==> src/rtl/cla_pkg.sv <==
// Shared types and constants for the byte-serial multi-precision adder.
package cla_pkg;

    localparam int ADDER_W = 8;

    typedef enum logic [1:0] {
        IDLE  = 2'd0,
        RUN   = 2'd1,
        DRAIN = 2'd2
    } state_t;

endpackage

==> src/rtl/cla_mp_add_ctrl_if.sv <==
// Command / operand / result channels of the multi-precision add sequencer.
// master = operand-fetch + result-sink side, slave = the controller.
interface cla_mp_add_ctrl_if #(parameter int LEN_W = 4);
    import cla_pkg::*;

    logic               cmd_valid;
    logic               cmd_ready;
    logic [LEN_W-1:0]   cmd_len;
    logic               cmd_sub;
    logic               cmd_cin;

    logic               op_valid;
    logic               op_ready;
    logic [ADDER_W-1:0] op_a;
    logic [ADDER_W-1:0] op_b;

    logic               res_valid;
    logic               res_ready;
    logic [ADDER_W-1:0] res_sum;
    logic               res_last;
    logic               res_cout;
    logic               res_ovf;

    logic               busy;

    modport master (
        output cmd_valid, cmd_len, cmd_sub, cmd_cin,
        output op_valid, op_a, op_b,
        output res_ready,
        input  cmd_ready, op_ready,
        input  res_valid, res_sum, res_last, res_cout, res_ovf,
        input  busy
    );

    modport slave (
        input  cmd_valid, cmd_len, cmd_sub, cmd_cin,
        input  op_valid, op_a, op_b,
        input  res_ready,
        output cmd_ready, op_ready,
        output res_valid, res_sum, res_last, res_cout, res_ovf,
        output busy
    );

endinterface

==> src/rtl/cla_mp_add_ctrl_cla8.sv <==
// Purely combinational ADDER_W-bit carry-look-ahead adder.
module cla_mp_add_ctrl_cla8
    import cla_pkg::*;
(
    input  logic [ADDER_W-1:0] a,
    input  logic [ADDER_W-1:0] b,
    input  logic               cin,
    output logic [ADDER_W-1:0] sum,
    output logic               cout
);

    logic [ADDER_W-1:0] g;
    logic [ADDER_W-1:0] p;
    logic [ADDER_W:0]   c;
    logic               pp;
    logic               cc;

    assign g = a & b;
    assign p = a ^ b;

    // Each carry is the flat OR of generate terms gated by the propagate
    // prefix above them, so no carry waits on the one below it.
    always_comb begin
        c    = '0;
        pp   = 1'b1;
        cc   = 1'b0;
        c[0] = cin;
        for (int i = 0; i < ADDER_W; i++) begin
            pp = 1'b1;
            cc = 1'b0;
            for (int j = i; j >= 0; j--) begin
                cc = cc | (pp & g[j]);
                pp = pp & p[j];
            end
            c[i+1] = cc | (pp & cin);
        end
    end

    assign sum  = p ^ c[ADDER_W-1:0];
    assign cout = c[ADDER_W];

endmodule

==> src/rtl/cla_mp_add_ctrl.sv <==
// Byte-serial multi-precision add/subtract sequencer around one shared CLA.
// Operands stream LSB first; the inter-byte carry lives in carry_q.
module cla_mp_add_ctrl
    import cla_pkg::*;
#(
    parameter int LEN_W = 4
) (
    input  logic              clk,
    input  logic              rst_n,
    cla_mp_add_ctrl_if.slave  bus
);

    state_t             state_q;
    state_t             state_d;
    logic [LEN_W-1:0]   cnt_q;
    logic               sub_q;
    logic               carry_q;

    logic               res_valid_q;
    logic [ADDER_W-1:0] res_sum_q;
    logic               res_last_q;
    logic               res_cout_q;
    logic               res_ovf_q;

    logic               cmd_rdy;
    logic               op_rdy;
    logic               cmd_fire;
    logic               op_fire;
    logic               res_fire;

    logic [ADDER_W-1:0] b_eff;
    logic [ADDER_W-1:0] sum;
    logic               cout;

    // Subtract is A + ~B + 1; the +1 comes from carry_q loaded at command time.
    assign b_eff = sub_q ? ~bus.op_b : bus.op_b;

    cla_mp_add_ctrl_cla8 u_cla (
        .a    (bus.op_a),
        .b    (b_eff),
        .cin  (carry_q),
        .sum  (sum),
        .cout (cout)
    );

    assign res_fire = res_valid_q && bus.res_ready;
    assign cmd_fire = cmd_rdy && bus.cmd_valid;
    assign op_fire  = op_rdy && bus.op_valid;

    // Next-state and handshake readies; cmd_ready is held low while in reset.
    always_comb begin
        state_d = state_q;
        cmd_rdy = 1'b0;
        op_rdy  = 1'b0;
        case (state_q)
            IDLE: begin
                cmd_rdy = rst_n;
                if (bus.cmd_valid && rst_n) state_d = RUN;
            end
            RUN: begin
                op_rdy = !res_valid_q || bus.res_ready;
                if (op_rdy && bus.op_valid && (cnt_q == '0)) state_d = DRAIN;
            end
            DRAIN: begin
                if (res_valid_q && bus.res_ready) state_d = IDLE;
            end
            default: state_d = IDLE;
        endcase
    end

    // State register.
    always_ff @(posedge clk or negedge rst_n) begin
        if (!rst_n) state_q <= IDLE;
        else        state_q <= state_d;
    end

    // Command capture, byte counter, carry chain and result register.
    always_ff @(posedge clk or negedge rst_n) begin
        if (!rst_n) begin
            cnt_q       <= '0;
            sub_q       <= 1'b0;
            carry_q     <= 1'b0;
            res_valid_q <= 1'b0;
            res_sum_q   <= '0;
            res_last_q  <= 1'b0;
            res_cout_q  <= 1'b0;
            res_ovf_q   <= 1'b0;
        end else begin
            if (cmd_fire) begin
                cnt_q   <= bus.cmd_len;
                sub_q   <= bus.cmd_sub;
                carry_q <= bus.cmd_sub | bus.cmd_cin;
            end
            if (op_fire) begin
                res_sum_q   <= sum;
                res_cout_q  <= cout;
                res_ovf_q   <= (bus.op_a[ADDER_W-1] == b_eff[ADDER_W-1]) &&
                               (sum[ADDER_W-1] != bus.op_a[ADDER_W-1]);
                res_last_q  <= (cnt_q == '0);
                res_valid_q <= 1'b1;
                carry_q     <= cout;
                if (cnt_q != '0) cnt_q <= cnt_q - 1'b1;
            end else if (res_fire) begin
                res_valid_q <= 1'b0;
            end
        end
    end

    assign bus.cmd_ready = cmd_rdy;
    assign bus.op_ready  = op_rdy;
    assign bus.res_valid = res_valid_q;
    assign bus.res_sum   = res_sum_q;
    assign bus.res_last  = res_last_q;
    assign bus.res_cout  = res_cout_q;
    assign bus.res_ovf   = res_ovf_q;
    assign bus.busy      = (state_q != IDLE);

endmodule
==> src/flat_wrapper.sv <==
// flat-port wrapper written by rule: the top's interface ports become plain ports
module cla_mp_add_ctrl_flat import cla_pkg::*;
#(
    parameter int LEN_W = 4
)
  (clk, rst_n, bus_cmd_valid, bus_cmd_len, bus_cmd_sub, bus_cmd_cin, bus_op_valid, bus_op_a, bus_op_b, bus_res_ready, bus_cmd_ready, bus_op_ready, bus_res_valid, bus_res_sum, bus_res_last, bus_res_cout, bus_res_ovf, bus_busy);
  cla_mp_add_ctrl_if #(.LEN_W(LEN_W)) bus_i ();
  input  logic clk;
  input  logic rst_n;
  input wire logic [$bits(bus_i.cmd_valid)-1:0] bus_cmd_valid;
  input wire logic [$bits(bus_i.cmd_len)-1:0] bus_cmd_len;
  input wire logic [$bits(bus_i.cmd_sub)-1:0] bus_cmd_sub;
  input wire logic [$bits(bus_i.cmd_cin)-1:0] bus_cmd_cin;
  input wire logic [$bits(bus_i.op_valid)-1:0] bus_op_valid;
  input wire logic [$bits(bus_i.op_a)-1:0] bus_op_a;
  input wire logic [$bits(bus_i.op_b)-1:0] bus_op_b;
  input wire logic [$bits(bus_i.res_ready)-1:0] bus_res_ready;
  output wire logic [$bits(bus_i.cmd_ready)-1:0] bus_cmd_ready;
  output wire logic [$bits(bus_i.op_ready)-1:0] bus_op_ready;
  output wire logic [$bits(bus_i.res_valid)-1:0] bus_res_valid;
  output wire logic [$bits(bus_i.res_sum)-1:0] bus_res_sum;
  output wire logic [$bits(bus_i.res_last)-1:0] bus_res_last;
  output wire logic [$bits(bus_i.res_cout)-1:0] bus_res_cout;
  output wire logic [$bits(bus_i.res_ovf)-1:0] bus_res_ovf;
  output wire logic [$bits(bus_i.busy)-1:0] bus_busy;
  assign bus_i.cmd_valid = bus_cmd_valid;
  assign bus_i.cmd_len = bus_cmd_len;
  assign bus_i.cmd_sub = bus_cmd_sub;
  assign bus_i.cmd_cin = bus_cmd_cin;
  assign bus_i.op_valid = bus_op_valid;
  assign bus_i.op_a = bus_op_a;
  assign bus_i.op_b = bus_op_b;
  assign bus_i.res_ready = bus_res_ready;
  assign bus_cmd_ready = bus_i.cmd_ready;
  assign bus_op_ready = bus_i.op_ready;
  assign bus_res_valid = bus_i.res_valid;
  assign bus_res_sum = bus_i.res_sum;
  assign bus_res_last = bus_i.res_last;
  assign bus_res_cout = bus_i.res_cout;
  assign bus_res_ovf = bus_i.res_ovf;
  assign bus_busy = bus_i.busy;
  cla_mp_add_ctrl #(.LEN_W(LEN_W)) u_core (.clk(clk), .rst_n(rst_n), .bus(bus_i));
endmodule
==> config.mk <==
export PLATFORM = sky130hd
export DESIGN_NAME = cla_mp_add_ctrl_flat
export DESIGN_NICKNAME = d
export VERILOG_FILES = /design/src/rtl/cla_pkg.sv /design/src/rtl/cla_mp_add_ctrl_if.sv /design/src/rtl/cla_mp_add_ctrl_cla8.sv /design/src/rtl/cla_mp_add_ctrl.sv /design/src/flat_wrapper.sv
export SDC_FILE = /design/constraint.sdc
export NUM_CORES = 1
export LEC_CHECK = 0
export CORE_MARGIN = 4
export CORE_UTILIZATION = 40
export CTS_CLUSTER_SIZE = 16
export DETAILED_ROUTE_END_ITERATION = 8
export PLACE_DENSITY = 0.76
export SLEW_MARGIN = 20
export SYNTH_ARGS = -nofsm -noshare
export SYNTH_HDL_FRONTEND = slang
export SYNTH_SLANG_ARGS = --single-unit
==> constraint.sdc <==
create_clock -name clk -period 2.8 [get_ports clk]
set_input_delay 0.56 -clock clk [delete_from_list [all_inputs] [get_ports clk]]
set_output_delay 0.56 -clock clk [all_outputs]
set_load 0.1 [all_outputs]
==> results.sh, run 1 <==
export IMPL_ys_flop_type="dfrtp_1"
export IMPL_antenna_left=0
export IMPL_outcome="completed"
export IMPL_grt_pass1_vias=1080
export IMPL_numClockSinks=20
export IMPL_htreeDepth=1
export IMPL_cp_required_ns=3.02
export IMPL_layout_commonest_cell="clkdlybuf4s50_1"
export IMPL_setup_tns_ns=0
export IMPL_cts_tree="yes"
export IMPL_dr_pass1_iters=4
export IMPL_vias=1066
export IMPL_multi_input_area_um2=725.7
export IMPL_worstHoldPathType="reg -> reg"
export IMPL_io_pins=42
export IMPL_synth_seq_cells=20
export IMPL_via_per_inst=4.845
export IMPL_finalCriticalPeriod_ns=2.395
export IMPL_reg2regPathDepth=7
export IMPL_fmax_mhz=417.6
export IMPL_synth_edf_count=0
export IMPL_grt_antenna_before_repair=0
export IMPL_synth_cell_type_count=34
export IMPL_syn_nets=170
export IMPL_relSlewSlack_pct=69.19
export IMPL_tightestPinTransition_ns=0.4621
export IMPL_place_congestion=0.7664
export IMPL_hold_viol=0
export IMPL_postCtsResizedCells=0
export IMPL_yosysSeqAreaShare_pct=39.92
export IMPL_rsz0062_at_grt="no"
export IMPL_rows=20
export IMPL_syn2layout_area_growth_pct=39.22
export IMPL_die_area_mm2=0.004094
export IMPL_die_x_um=63.99
export IMPL_drt_iter0_drc=65
export IMPL_drc=0
export IMPL_regArea_um2=500.5
export IMPL_slew_violations=0
export IMPL_netlist_area_mm2=0.001254
export IMPL_overflow=0
export IMPL_antenna_cells=0
export IMPL_root_buffer="clkbuf_4"
export IMPL_startpoint_type="input port"
export IMPL_whs_path_depth=2
export IMPL_clockBufferDepth=2
export IMPL_drive_gt1_share_pct=15.91
export IMPL_core_area_mm2=0.003028
export IMPL_routed_wl_um=2840
export IMPL_wl_per_cell_um=12.91
export IMPL_clk_latency_ns=0.30
export IMPL_yosysWarnings=0
export IMPL_critPathArrivalTime_ns=2.61
export IMPL_post_route_period_util_pct=85.53
export IMPL_postSynthAreaPerCell_um2=9.426
export IMPL_drv_cap=0
export IMPL_critical_path_max_fanout=4
export IMPL_setup_viol=0
export IMPL_worstSetupPathType="in -> reg"
export IMPL_endpoint_kind="flop"
export IMPL_initial_utilization_pct=41.40
export IMPL_dpl_hpwl_um=2296
export IMPL_grt_usage_pct=14.67
export IMPL_cts_setup_buffers=0
export IMPL_fin_nets=214
export IMPL_skew_ns=0.005218
export IMPL_async_flop_share_pct=100.0
export IMPL_synth_cells=133
export IMPL_die_height_um=63.99
export IMPL_num_fill_cells=258
export IMPL_clkTransAtPathRegs_ns=0.12
export IMPL_grt_pass1_wl_um=4761
export IMPL_final_cell_mix="clkdlybuf4s50_1, nand2_1, dfrtp_1, buf_4, xor2_1"
export IMPL_grt_max_degree=24
export IMPL_portBuffers=41
export IMPL_cts_buffers=3
export IMPL_hold_buffers=0
## synthesized netlist by cell type, types with 2 or more instances
master	instances	share of area [%]
a211oi_1	3	1.8
a21o_1	2	1.2
a21oi_1	5	2.0
a31oi_1	2	1.0
and2_1	2	1.0
clkbuf_1	4	1.2
dfrtp_1	20	40
ha_1	9	9.0
inv_1	4	1.2
nand2_1	23	6.9
nand3_1	3	1.2
nor2_1	7	2.1
nor3_1	3	1.2
o21a_1	2	1.2
o21ai_0	11	4.4
o31ai_1	2	1.2
xnor2_1	2	1.4
xor2_1	13	9.1
## state kept, by name, summed over array words and instances, names as in the netlist
name                  flops
u_core.cnt_q              4
u_core.bus.res_ovf        1
u_core.sub_q              1
u_core.bus.res_cout       1
u_core.bus.res_last       1
u_core.carry_q            1
u_core.bus.res_valid      1
u_core.bus.res_sum        8
u_core.state_q            2
## metal layers
layer  global-route usage [%]  up-vias  share of wire, %
li1                         -      551                 -
met1                    17.33      489                44
met2                    26.45       22                52
met3                    1.230        4               3.0
met4                    7.008        0               1.4
met5                        0        -                 0
## stage by stage
stage | instance area [µm²] | utilization, % | setup WS (ns) | cells | hold WS [ns]
floorplan | 1256 | - | 0.04316 | 133 | 0.2644
global placement | 1709 | 56.45 | 0.1529 | 216 | 0.4657
detailed placement | 1709 | 56.45 | 0.08245 | 216 | 0.4656
CTS | 1745 | 57.64 | 0.4055 | 220 | 0.4944
global route | 1745 | 57.64 | 0.1669 | 220 | 0.5346
finish | 1745 | 57.64 | 0.4051 | 220 | 0.4859
## area by class of cell
| type | instances | area share (%) |
|---|---|---|
| Clock buffer | 4 | 2.079 |
| Inverter | 4 | 0.8602 |
| Multi-Input combinational cell | 105 | 41.58 |
| Sequential cell | 20 | 28.67 |
| Tap cell | 44 | 3.154 |
| Timing Repair Buffer | 43 | 23.66 |
## cell families after synthesis
kind of cell	count (synthesis)	share of synthesized area [%]
compound gates	32	15.87
xor+xnor	15	10.48
fa+ha+maj	10	10.58
buf+inv	8	2.395
flops	20	39.92
mux	1	0.7984
simple gates	47	19.96
## worst max-delay path, cell delays in order
cell             delay (ns)
clkdlybuf4s50_1        0.47
xor2_1                 0.25
ha_1                   0.31
a211oi_2               0.26
o21ai_1                0.16
a31oi_1                0.30
xor2_1                 0.10
o31ai_1                0.21
## worst paths after layout
check                                                  startpoint                           endpoint  slack (ns)
max in group asynchronous                                   rst_n         u_core.carry_q$_DFFE_PN0P_        1.94
worst min-delay path            u_core.bus.res_sum[0]$_DFFE_PN0P_  u_core.bus.res_sum[0]$_DFFE_PN0P_        0.49
worst min register to register  u_core.bus.res_sum[0]$_DFFE_PN0P_  u_core.bus.res_sum[0]$_DFFE_PN0P_        0.49
min in group asynchronous                                   rst_n    u_core.bus.res_last$_DFFE_PN0P_        0.64
worst max-delay path                                  bus_op_b[0]     u_core.bus.res_ovf$_DFFE_PN0P_        0.41
worst max register to register           u_core.sub_q$_DFFE_PN0P_     u_core.bus.res_ovf$_DFFE_PN0P_        0.44
Power of run 1 is not shown: default switching activity piles up to over one toggle a cycle in this logic, so the estimate is an artifact.
==> inputs of run 2 (changes only) <==
--- a/config.mk
+++ b/config.mk
@@ -9,7 +9,7 @@
 export CORE_UTILIZATION = 40
 export CTS_CLUSTER_SIZE = 16
 export DETAILED_ROUTE_END_ITERATION = 8
-export PLACE_DENSITY = 0.76
+export PLACE_DENSITY = 0.72
 export SLEW_MARGIN = 20
 export SYNTH_ARGS = -nofsm -noshare
 export SYNTH_HDL_FRONTEND = slang
==> results.sh, run 2 (synthesis results as in run 1) <==
export IMPL_hold_buffers=0
export IMPL_portBuffers=41
export IMPL_clkTransAtPathRegs_ns=0.11
export IMPL_critPathArrivalTime_ns=2.61
export IMPL_final_cell_mix="clkdlybuf4s50_1, nand2_1, dfrtp_1, buf_4, xor2_1"
export IMPL_setup_viol=0
export IMPL_post_route_period_util_pct=85.27
export IMPL_initial_utilization_pct=41.40
export IMPL_endpoint_kind="flop"
export IMPL_grt_usage_pct=14.92
export IMPL_cts_tree="yes"
export IMPL_antenna_cells=0
export IMPL_num_fill_cells=281
export IMPL_tightestPinTransition_ns=0.6717
export IMPL_hold_viol=0
export IMPL_slew_violations=0
export IMPL_clk_latency_ns=0.31
export IMPL_setup_tns_ns=0
export IMPL_wl_per_cell_um=13.18
export IMPL_vias=1091
export IMPL_fmax_mhz=418.8
export IMPL_rsz0062_at_grt="no"
export IMPL_relSlewSlack_pct=54.88
export IMPL_skew_ns=0.01004
export IMPL_drt_iter0_drc=28
export IMPL_dpl_hpwl_um=2313
export IMPL_grt_antenna_before_repair=0
export IMPL_worstSetupPathType="in -> reg"
export IMPL_grt_pass1_vias=1135
export IMPL_placed_area_mm2=0.001702
export IMPL_critical_path_max_fanout=4
export IMPL_syn2layout_area_growth_pct=39.92
export IMPL_place_congestion=0.7404
export IMPL_cp_required_ns=3.02
export IMPL_cts_setup_buffers=0
export IMPL_numClockSinks=20
export IMPL_io_pins=42
export IMPL_largest_reg_flops=8
export IMPL_grt_max_degree=24
export IMPL_die_x_um=63.99
export IMPL_finalCriticalPeriod_ns=2.388
export IMPL_cts_buffers=3
export IMPL_hold_ws_ns=0.4878
export IMPL_root_buffer="clkbuf_4"
export IMPL_routed_wl_um=2886
export IMPL_drive_gt1_share_pct=15.43
export IMPL_outcome="completed"
export IMPL_dr_pass1_iters=4
export IMPL_drv_cap=0
export IMPL_layout_commonest_cell="clkdlybuf4s50_1"
export IMPL_die_area_mm2=0.004094
export IMPL_fin_nets=213
export IMPL_htreeDepth=1
export IMPL_core_area_mm2=0.003028
export IMPL_rows=20
export IMPL_overflow=0
export IMPL_die_height_um=63.99
export IMPL_via_per_inst=4.982
export IMPL_drc=0
export IMPL_postCtsResizedCells=0
export IMPL_worstHoldPathType="reg -> reg"
export IMPL_clockBufferDepth=2
export IMPL_grt_pass1_wl_um=4850
export IMPL_antenna_left=0
export IMPL_final_area_mm2=0.001754
export IMPL_startpoint_type="input port"
## run 2: through the flow
stage          setup slack, ns  instances  util (%)
3_5_place_dp           0.06545        215     56.20
5_1_grt                 0.1856        219     57.93
2_1_floorplan          0.04316        133         -
6_report                0.4125        219     57.93
3_3_place_gp            0.1489        215     56.20
4_1_cts                 0.3856        219     57.93
## run 2: final timing paths
path / slack (ns) / endpoint / cells past startpoint / startpoint
max: 0.41 / u_core.bus.res_ovf$_DFFE_PN0P_ / 8 / bus_op_b[0]
max in group asynchronous: 1.98 / u_core.bus.res_sum[4]$_DFFE_PN0P_ / 2 / rst_n
min in group asynchronous: 0.61 / u_core.cnt_q[2]$_DFF_PN0_ / 2 / rst_n
min: 0.49 / u_core.bus.res_last$_DFFE_PN0P_ / 2 / u_core.bus.res_last$_DFFE_PN0P_
min reg2reg: 0.49 / u_core.bus.res_last$_DFFE_PN0P_ / 2 / u_core.bus.res_last$_DFFE_PN0P_
max reg2reg: 0.42 / u_core.bus.res_ovf$_DFFE_PN0P_ / 7 / u_core.sub_q$_DFFE_PN0P_
## run 2: worst max-delay path, stage by stage
cell and delay, ns:
clkdlybuf4s50_1 0.47, xor2_1 0.24, ha_1 0.30, a211oi_2 0.25, o21ai_1 0.16, a31oi_1 0.31
xor2_1 0.11, o31ai_1 0.20
## run 2: area by class of cell
class                           instances  area [µm²]  area share [%]
Multi-Input combinational cell        105       725.7           41.37
Sequential cell                        20       500.5           28.53
Timing Repair Buffer                   42       405.4           23.11
Tap cell                               44       55.05           3.138
Clock inverter                          1       30.03           1.712
Clock buffer                            3       22.52           1.284
Inverter                                4       15.01          0.8559
## run 2: per-layer routing
metal | up-vias | share of wire (%) | track usage [%]
met1 | 521 | 45 | 17.73
met5 | - | 0 | 0
met3 | 5 | 2.4 | 1.230
met4 | 0 | 1.8 | 7.008
li1 | 543 | - | -
met2 | 22 | 51 | 26.84
Power of run 2 is left out for the same reason.
